===== src/rtl/htif_mailbox_if.sv =====
// htif_mailbox_if: core-side request/response bus of the HTIF mailbox.
// The core drives through the master modport, the mailbox through slave.
`timescale 1ns/1ps
interface htif_mailbox_if;
   logic        req_valid;
   logic        req_ready;
   logic        req_write;
   logic [3:0]  req_addr;
   logic [63:0] req_wdata;
   logic [7:0]  req_wstrb;
   logic        resp_valid;
   logic        resp_ready;
   logic [63:0] resp_rdata;
   logic        resp_err;

   modport master (
      output req_valid, req_write, req_addr, req_wdata, req_wstrb, resp_ready,
      input  req_ready, resp_valid, resp_rdata, resp_err
   );

   modport slave (
      input  req_valid, req_write, req_addr, req_wdata, req_wstrb, resp_ready,
      output req_ready, resp_valid, resp_rdata, resp_err
   );
endinterface


===== src/rtl/htif_mailbox.sv =====
// htif_mailbox: tohost/fromhost mailbox between the core and the simulation
// harness. tohost holds a completion/syscall code until the harness acks it;
// fromhost carries harness-injected words to the core.
// Optional watchdog: define HTIF_MAILBOX_WDOG_EN to build the unacked-tohost
// counter and wdog_irq; otherwise wdog_irq is tied low.
`timescale 1ns/1ps
module htif_mailbox #(
   parameter int unsigned TIMEOUT_CYCLES = 32'd50000
) (
   input  logic         clock,
   input  logic         reset,
   htif_mailbox_if.slave bus,
   output logic [63:0]  tohost,
   input  logic         tohost_ack,
   input  logic         fromhost_valid,
   input  logic [63:0]  fromhost_data,
   output logic         wdog_irq
);

   typedef enum logic [0:0] {
      IDLE = 1'b0,
      RESP = 1'b1
   } state_t;

   // Byte-enable merge of new write data over an existing register value.
   function automatic logic [63:0] merge_bytes(input logic [63:0] old_val,
                                               input logic [63:0] wdata,
                                               input logic [7:0]  wstrb);
      logic [63:0] res;
      res = old_val;
      for (int i = 0; i < 8; i++) begin
         res[8*i +: 8] = wstrb[i] ? wdata[8*i +: 8] : old_val[8*i +: 8];
      end
      return res;
   endfunction

   state_t      state_r;
   state_t      state_next_s;
   logic [63:0] tohost_r;
   logic [63:0] tohost_next_s;
   logic [63:0] fromhost_r;
   logic [63:0] fromhost_next_s;
   logic [63:0] rdata_r;
   logic        err_r;
   logic [63:0] rdata_sel_s;
   logic        hit_to_s;
   logic        hit_from_s;
   logic        unmapped_s;
   logic        req_ready_s;
   logic        resp_valid_s;
   logic        accept_s;
   logic        wr_to_s;
   logic        wr_from_s;

   // Address decode of the incoming request.
   always_comb begin
      hit_to_s   = (bus.req_addr == 4'h0);
      hit_from_s = (bus.req_addr == 4'h8);
      unmapped_s = !(hit_to_s || hit_from_s);
   end

   // FSM outputs: ready in IDLE unless a tohost write would overwrite a pending code.
   always_comb begin
      req_ready_s  = 1'b0;
      resp_valid_s = 1'b0;
      case (state_r)
         IDLE: begin
            if (bus.req_write && hit_to_s && (tohost_r != 64'd0)) begin
               req_ready_s = 1'b0;
            end else begin
               req_ready_s = 1'b1;
            end
         end
         RESP: begin
            resp_valid_s = 1'b1;
         end
         default: begin
            req_ready_s  = 1'b0;
            resp_valid_s = 1'b0;
         end
      endcase
      accept_s  = bus.req_valid && req_ready_s;
      wr_to_s   = accept_s && bus.req_write && hit_to_s;
      wr_from_s = accept_s && bus.req_write && hit_from_s;
   end

   // FSM next state: one accepted request, then hold its response until taken.
   always_comb begin
      state_next_s = state_r;
      case (state_r)
         IDLE: begin
            if (accept_s) begin
               state_next_s = RESP;
            end else begin
               state_next_s = IDLE;
            end
         end
         RESP: begin
            if (bus.resp_ready) begin
               state_next_s = IDLE;
            end else begin
               state_next_s = RESP;
            end
         end
         default: begin
            state_next_s = IDLE;
         end
      endcase
   end

   // FSM state register.
   always_ff @(posedge clock or posedge reset) begin
      if (reset) begin
         state_r <= IDLE;
      end else begin
         state_r <= state_next_s;
      end
   end

   // Read data selected at accept time; writes and unmapped reads return 0.
   always_comb begin
      rdata_sel_s = 64'd0;
      if (!bus.req_write && hit_to_s) begin
         rdata_sel_s = tohost_r;
      end else if (!bus.req_write && hit_from_s) begin
         rdata_sel_s = fromhost_r;
      end else begin
         rdata_sel_s = 64'd0;
      end
   end

   // Response payload register, captured on accept and cleared when consumed.
   always_ff @(posedge clock or posedge reset) begin
      if (reset) begin
         rdata_r <= 64'd0;
         err_r   <= 1'b0;
      end else if (accept_s) begin
         rdata_r <= rdata_sel_s;
         err_r   <= unmapped_s;
      end else if (resp_valid_s && bus.resp_ready) begin
         rdata_r <= 64'd0;
         err_r   <= 1'b0;
      end
   end

   // tohost next value: an accepted write beats a same-cycle ack.
   always_comb begin
      tohost_next_s = tohost_r;
      if (wr_to_s) begin
         tohost_next_s = merge_bytes(tohost_r, bus.req_wdata, bus.req_wstrb);
      end else if (tohost_ack) begin
         tohost_next_s = 64'd0;
      end else begin
         tohost_next_s = tohost_r;
      end
   end

   // fromhost next value: a harness load beats a same-cycle core write.
   always_comb begin
      fromhost_next_s = fromhost_r;
      if (fromhost_valid) begin
         fromhost_next_s = fromhost_data;
      end else if (wr_from_s) begin
         fromhost_next_s = merge_bytes(fromhost_r, bus.req_wdata, bus.req_wstrb);
      end else begin
         fromhost_next_s = fromhost_r;
      end
   end

   // Mailbox registers.
   always_ff @(posedge clock or posedge reset) begin
      if (reset) begin
         tohost_r   <= 64'd0;
         fromhost_r <= 64'd0;
      end else begin
         tohost_r   <= tohost_next_s;
         fromhost_r <= fromhost_next_s;
      end
   end

`ifdef HTIF_MAILBOX_WDOG_EN
   localparam logic [31:0] TIMEOUT_L = 32'(TIMEOUT_CYCLES);

   logic [31:0] wdog_cnt_r;
   logic [31:0] wdog_cnt_next_s;
   logic        wdog_irq_r;

   // Watchdog count: runs while tohost is pending, restarts on ack or new code, saturates.
   always_comb begin
      wdog_cnt_next_s = wdog_cnt_r;
      if ((tohost_r == 64'd0) || tohost_ack || wr_to_s) begin
         wdog_cnt_next_s = 32'd0;
      end else if (wdog_cnt_r >= TIMEOUT_L) begin
         wdog_cnt_next_s = TIMEOUT_L;
      end else begin
         wdog_cnt_next_s = wdog_cnt_r + 32'd1;
      end
   end

   // Watchdog counter and sticky interrupt, cleared only by ack or reset.
   always_ff @(posedge clock or posedge reset) begin
      if (reset) begin
         wdog_cnt_r <= 32'd0;
         wdog_irq_r <= 1'b0;
      end else begin
         wdog_cnt_r <= wdog_cnt_next_s;
         if (tohost_ack) begin
            wdog_irq_r <= 1'b0;
         end else if (wdog_cnt_next_s == TIMEOUT_L) begin
            wdog_irq_r <= 1'b1;
         end
      end
   end

   assign wdog_irq = wdog_irq_r;
`else
   logic unused_timeout_s;
   assign unused_timeout_s = ^TIMEOUT_CYCLES;
   assign wdog_irq = 1'b0;
`endif

   assign bus.req_ready  = req_ready_s;
   assign bus.resp_valid = resp_valid_s;
   assign bus.resp_rdata = rdata_r;
   assign bus.resp_err   = err_r;
   assign tohost         = tohost_r;

endmodule


===== src/flat_wrapper.sv =====
// flat-port wrapper written by rule: the top's interface ports become plain ports
module htif_mailbox_flat 
#(
   parameter int unsigned TIMEOUT_CYCLES = 32'd50000
)
  (clock, reset, tohost, tohost_ack, fromhost_valid, fromhost_data, wdog_irq, bus_req_valid, bus_req_write, bus_req_addr, bus_req_wdata, bus_req_wstrb, bus_resp_ready, bus_req_ready, bus_resp_valid, bus_resp_rdata, bus_resp_err);
  htif_mailbox_if bus_i ();
  input  logic clock;
  input  logic reset;
  output logic [63:0] tohost;
  input  logic tohost_ack;
  input  logic fromhost_valid;
  input  logic [63:0] fromhost_data;
  output logic wdog_irq;
  input wire logic [$bits(bus_i.req_valid)-1:0] bus_req_valid;
  input wire logic [$bits(bus_i.req_write)-1:0] bus_req_write;
  input wire logic [$bits(bus_i.req_addr)-1:0] bus_req_addr;
  input wire logic [$bits(bus_i.req_wdata)-1:0] bus_req_wdata;
  input wire logic [$bits(bus_i.req_wstrb)-1:0] bus_req_wstrb;
  input wire logic [$bits(bus_i.resp_ready)-1:0] bus_resp_ready;
  output wire logic [$bits(bus_i.req_ready)-1:0] bus_req_ready;
  output wire logic [$bits(bus_i.resp_valid)-1:0] bus_resp_valid;
  output wire logic [$bits(bus_i.resp_rdata)-1:0] bus_resp_rdata;
  output wire logic [$bits(bus_i.resp_err)-1:0] bus_resp_err;
  assign bus_i.req_valid = bus_req_valid;
  assign bus_i.req_write = bus_req_write;
  assign bus_i.req_addr = bus_req_addr;
  assign bus_i.req_wdata = bus_req_wdata;
  assign bus_i.req_wstrb = bus_req_wstrb;
  assign bus_i.resp_ready = bus_resp_ready;
  assign bus_req_ready = bus_i.req_ready;
  assign bus_resp_valid = bus_i.resp_valid;
  assign bus_resp_rdata = bus_i.resp_rdata;
  assign bus_resp_err = bus_i.resp_err;
  htif_mailbox #(.TIMEOUT_CYCLES(TIMEOUT_CYCLES)) u_core (.clock(clock), .reset(reset), .bus(bus_i), .tohost(tohost), .tohost_ack(tohost_ack), .fromhost_valid(fromhost_valid), .fromhost_data(fromhost_data), .wdog_irq(wdog_irq));
endmodule

===== config.mk =====
export PLATFORM = sky130hd
export DESIGN_NAME = htif_mailbox_flat
export DESIGN_NICKNAME = d
export VERILOG_FILES = /design/src/rtl/htif_mailbox_if.sv /design/src/rtl/htif_mailbox.sv /design/src/flat_wrapper.sv
export SDC_FILE = /design/constraint.sdc
export NUM_CORES = 1
export LEC_CHECK = 0
export ABC_AREA = 0
export BUFFER_PORTS_ARGS = -buffer_cell sky130_fd_sc_hd__buf_2
export CORE_ASPECT_RATIO = 0.6
export CORE_MARGIN = 1.5
export CORE_UTILIZATION = 35
export DETAILED_ROUTE_END_ITERATION = 8
export PLACE_DENSITY = 0.6
export REMOVE_ABC_BUFFERS = 1
export SLEW_MARGIN = 20
export SYNTH_ARGS = -nofsm -noshare
export SYNTH_HDL_FRONTEND = slang
export SYNTH_SLANG_ARGS = --single-unit

===== constraint.sdc =====
create_clock -name clock -period 11 [get_ports clock]
set_input_delay 2.2 -clock clock [delete_from_list [all_inputs] [get_ports clock]]
set_output_delay 2.2 -clock clock [all_outputs]
set_load 0.02 [all_outputs]

Word-level counts from Yosys, hierarchy flattened
Cells that the tools add are included.

Shift operators: 0. Muxes and demuxes: 24. Divide/modulo/power cells: 0. Multipliers: 0. $add $sub $neg: 0. Equal/unequal tests: 9. Bitwise operators: 1. Reduce and logical (&&, ||, !) cells: 41. Order comparisons: 0.

Operator list (number): $mux 64 (8); $mux 8 (8); $reduce_bool 64->1 (1); $reduce_and 2->1 (16); $reduce_bool 2->1 (11); $ne 2x2->1 const B (8); $logic_and 1x1->1 (9); $mux 1 (7); $eq 4x4->1 const B (1); $logic_not 4->1 (1); $logic_not 1->1 (2); $pmux 1 s2 (1); $logic_or 1x1->1 (1); $not 1->1 (1).

Memories: 0. Bits of input ports: 147. Word-level logic and storage cells: 94. Output and inout bits: 132. Bits in writable memories: 0. Latch bits: 0. Bits in read-only memories: 0. Flip-flop bits (word level): 194.

Logic depth before layout (Yosys ltp)
Depth after elaboration: 10. Depth in mapped cells: 7. Gate-level depth less buffers: 5.

Worst setup path after synthesis
Ideal clock, no wire load.

Kind: input to output. From: in bus_req_addr[2]. To: out bus_req_ready. Path slack: 5.940 ns. Path buffers: 0. Arrival: 2.860 ns. Data required time: 8.800 ns. Stages on the path: 4. Path through: nor4_1 > nand2_1 > a21oi_1 > nor2_1.

Longest elaborated chain between the ends: 5.

Ends and longest elaborated chain: from (decl) (line flat_wrapper.sv:17) `input wire logic [$bits(bus_i.req_addr)-1:0] bus_req_addr;`; $logic_not 4->1 (line htif_mailbox.sv:57) `hit_to_s = (bus.req_addr == 4'h0);`; $logic_and 1x1->1 (2 in a row) (line htif_mailbox.sv:68) `if (bus.req_write && hit_to_s && (tohost_r != 64'd0)) begin`; $mux 1 (line htif_mailbox.sv:68); $mux 1 (line htif_mailbox.sv:66) `case (state_r)`; to (decl) (line flat_wrapper.sv:21) `output wire logic [$bits(bus_i.req_ready)-1:0] bus_req_ready;`.

No other way between the ends.

Final worst setup path
From: in bus_req_addr[3]. To: out bus_req_ready.

The elaborated chain is that of the path after synthesis.

==> results.yml <==
synth:
  synth_edf_count: 0
  synth.most_common_cell: "dfrtp_1"
  synth_top_area_share_pct: 50.97
  synthTopCellsByArea: "dfrtp_1 51%, mux2i_1 6.7%, o2111ai_1 6.0%"
  syn_inst: 985
  ys.warnings.count: 0
  syn_avg_cell_area_um2: 9.670
  synth-async-reset-ratio_pct: 100.0
  synthFlopType: "dfrtp_1"
  yosysUniqueCellTypes: 30
  synthTopCellsByCount: "194 x dfrtp_1, 130 x inv_1, 74 x nand2_1, 68 x nand3_1"
  yosysSeqAreaShare_pct: 50.97
  netlist_area_mm2: 0.009525
  synth_top_area_cell: "dfrtp_1"
  ys_seq_elements: 194
critical_path:
  critPathCaptureType: "primary output"
  critPathArrivalTime_ns: 3.39
  regToRegSetupSlack_ns: 8.00
  criticalPathCategory: "in -> out"
  r2r-start: "u_core.tohost[45]"
  startpoint_type: "primary input"
  cp.required_ns: 8.80
  rr_endpoint: "u_core.tohost[38]"
  crit_fanout: 4
  setup.worst_path.end: "bus_req_ready"
  worst_setup_path_startpoint: "bus_req_addr[3]"
  reg2regPathDepth: 5
place:
  dpl_cell_area_mm2: 0.01111
  gp_congestion: 0.7751
  portBuffers: 277
  dpl.hpwl_um: 21410
  placed_cells: 1544
timing:
  timing_worst_slew_pin_value_ns: 0.9744
  clock_skew_ns: 0.01301
  min_period_over_period_pct: 50.82
  slew_headroom_pct: 35.04
  setup_tns_ns: 0
  grt_setup_unrepaired: "false"
  period_needed_ns: 5.590
  whs_ns: 0.4832
  finalHoldViolations: 0
  setup_viol_count_final: 0
  max_clock_freq_mhz: 178.9
  final-max-slew-violation-count: 0
layout:
  multi_input_area_mm2: 0.003871
  final_cells: 1582
  fillerInstances: 2614
  seq_area_mm2: 0.004855
  post-route-cell-area_mm2: 0.01170
  layout.nets: 1350
  drive_above_1_share_pct: 27.38
  syn2layout_area_growth_pct: 22.79
global_routing:
  grt_antenna_before_repair: 5
  grt_pass1_vias: 8410
  grt_pass1_wl_um: 51320
  grtUsageTotal_pct: 24.02
  grt-ovfl-total: 0
  grt_max_degree: 123
clock_network:
  cts.path.max_buffers: 2
  cts_hold_buf: 0
  cts_buffers: 17
  cts_sinks: 194
  clk_latency_ns: 0.46
  cts_setup_buffers: 0
  clk_pin_slew_ns: 0.07
  post_cts_resized: 0
  cts_root_buf: "clkbuf_16"
  ctsHtreeMaxLevel: 4
  cts_tree: "built"
drt:
  drt_iter0_markers: 835
  wl_per_cell_um: 21.49
  drt_first_pass_iters: 5
  drtAntennaViolNets: 0
  vias: 8763
  viasPerCell: 5.539
  drc: 0
  wl_um: 34000
power:
  power_density_mw_per_mm2: 135.2
  p_leak_nw: 5.847
  ir_drop_mv: 0.08247
  finalPower_mw: 1.581
floorplanning:
  rows: 46
  die-area_mm2: 0.02825
  start_util_pct: 35.82
  die_x_um: 216.0
  die_y_um: 130.8
  io_pins: 279
  fp.coreArea_mm2: 0.02659
worst_hold_path:
  hp-class: "reg -> reg"
outcome:
  status: "finished clean"
run:
  cap_violations: 0
[power by group]
part           internal (mW)  leakage (nW)  switching, mW
sequential             0.740          2.59         0.0184
clock                  0.335         0.283          0.289
combinational         0.0531          2.97          0.146
total                   1.13          5.85          0.453
[layout by cell type, fill, tap and decap left out, types with 4 or more instances in the layout]
cell,n
buf_2,276
dfrtp_1,194
inv_1,129
nand2_1,73
nand3_1,68
o2111ai_1,65
o22ai_1,65
mux2i_1,64
a22oi_1,62
o211ai_1,62
o21ai_0,62
nor4_1,17
clkbuf_16,17
nand4_1,10
buf_4,8
nand2_2,7
diode_2,6
clkinv_2,5
clkbuf_8,4
[logic make-up after synthesis]
logic type,Yosys count,share of synthesized area (%)
compound gates,322,23.71
buf+inv,215,8.801
flops,194,50.97
simple gates,189,9.760
mux,64,6.725
other cells,1,0.03937
[state kept, by name (all words and copies together) (netlist names)]
name and cells:
u_core.tohost 64, u_core.state_r 1, u_core.fromhost_r 64, u_core.bus.resp_rdata 64, u_core.bus.resp_err 1
[metal layers]
layer | track usage, % | vias to the layer above | share of wire [%]
met3 | 6.204 | 32 | 7.6
met5 | 0 | - | 0
met2 | 35.86 | 338 | 44
met1 | 34.74 | 4319 | 47
li1 | - | 4074 | -
met4 | 5.964 | 0 | 1.4
[through the flow]
stage	utilization, %	worst slack, ns
after floorplan	-	3.516
after global placement	41.79	5.382
after detailed placement	41.79	5.398
after CTS	43.93	5.394
after global routing	43.96	5.302
final	43.99	5.410
[worst min-delay path by stage]
stage	slack, ns	start	cells past startpoint	to
after floorplan	0.45	u_core.fromhost_r[2]	2	u_core.fromhost_r[2]
after global placement	0.46	u_core.fromhost_r[3]	2	u_core.fromhost_r[3]
final	0.48	u_core.fromhost_r[3]	2	u_core.fromhost_r[3]
after detailed placement	0.47	u_core.fromhost_r[3]	2	u_core.fromhost_r[3]
after global routing	0.52	u_core.fromhost_r[2]	2	u_core.fromhost_r[2]
after CTS	0.49	u_core.fromhost_r[3]	2	u_core.fromhost_r[3]
[critical path, stage by stage]
cell and delay (ns):
buf_2 0.13, nor4_1 0.34, nand2_1 0.17, a21oi_1 0.31, nor2_1 0.08, buf_2 0.17
[cell type report]
cell class / instances / area share (%)
diodes: 6 / 0.1284
inverters: 130 / 4.236
flip-flops and latches: 194 / 41.51
clock inverters: 9 / 0.6846
well taps: 360 / 3.851
repair buffers: 284 / 12.32
multi-input cells: 576 / 33.10
clock buffers: 23 / 4.172
No activity file was read; power rests on OpenSTA's default activity.
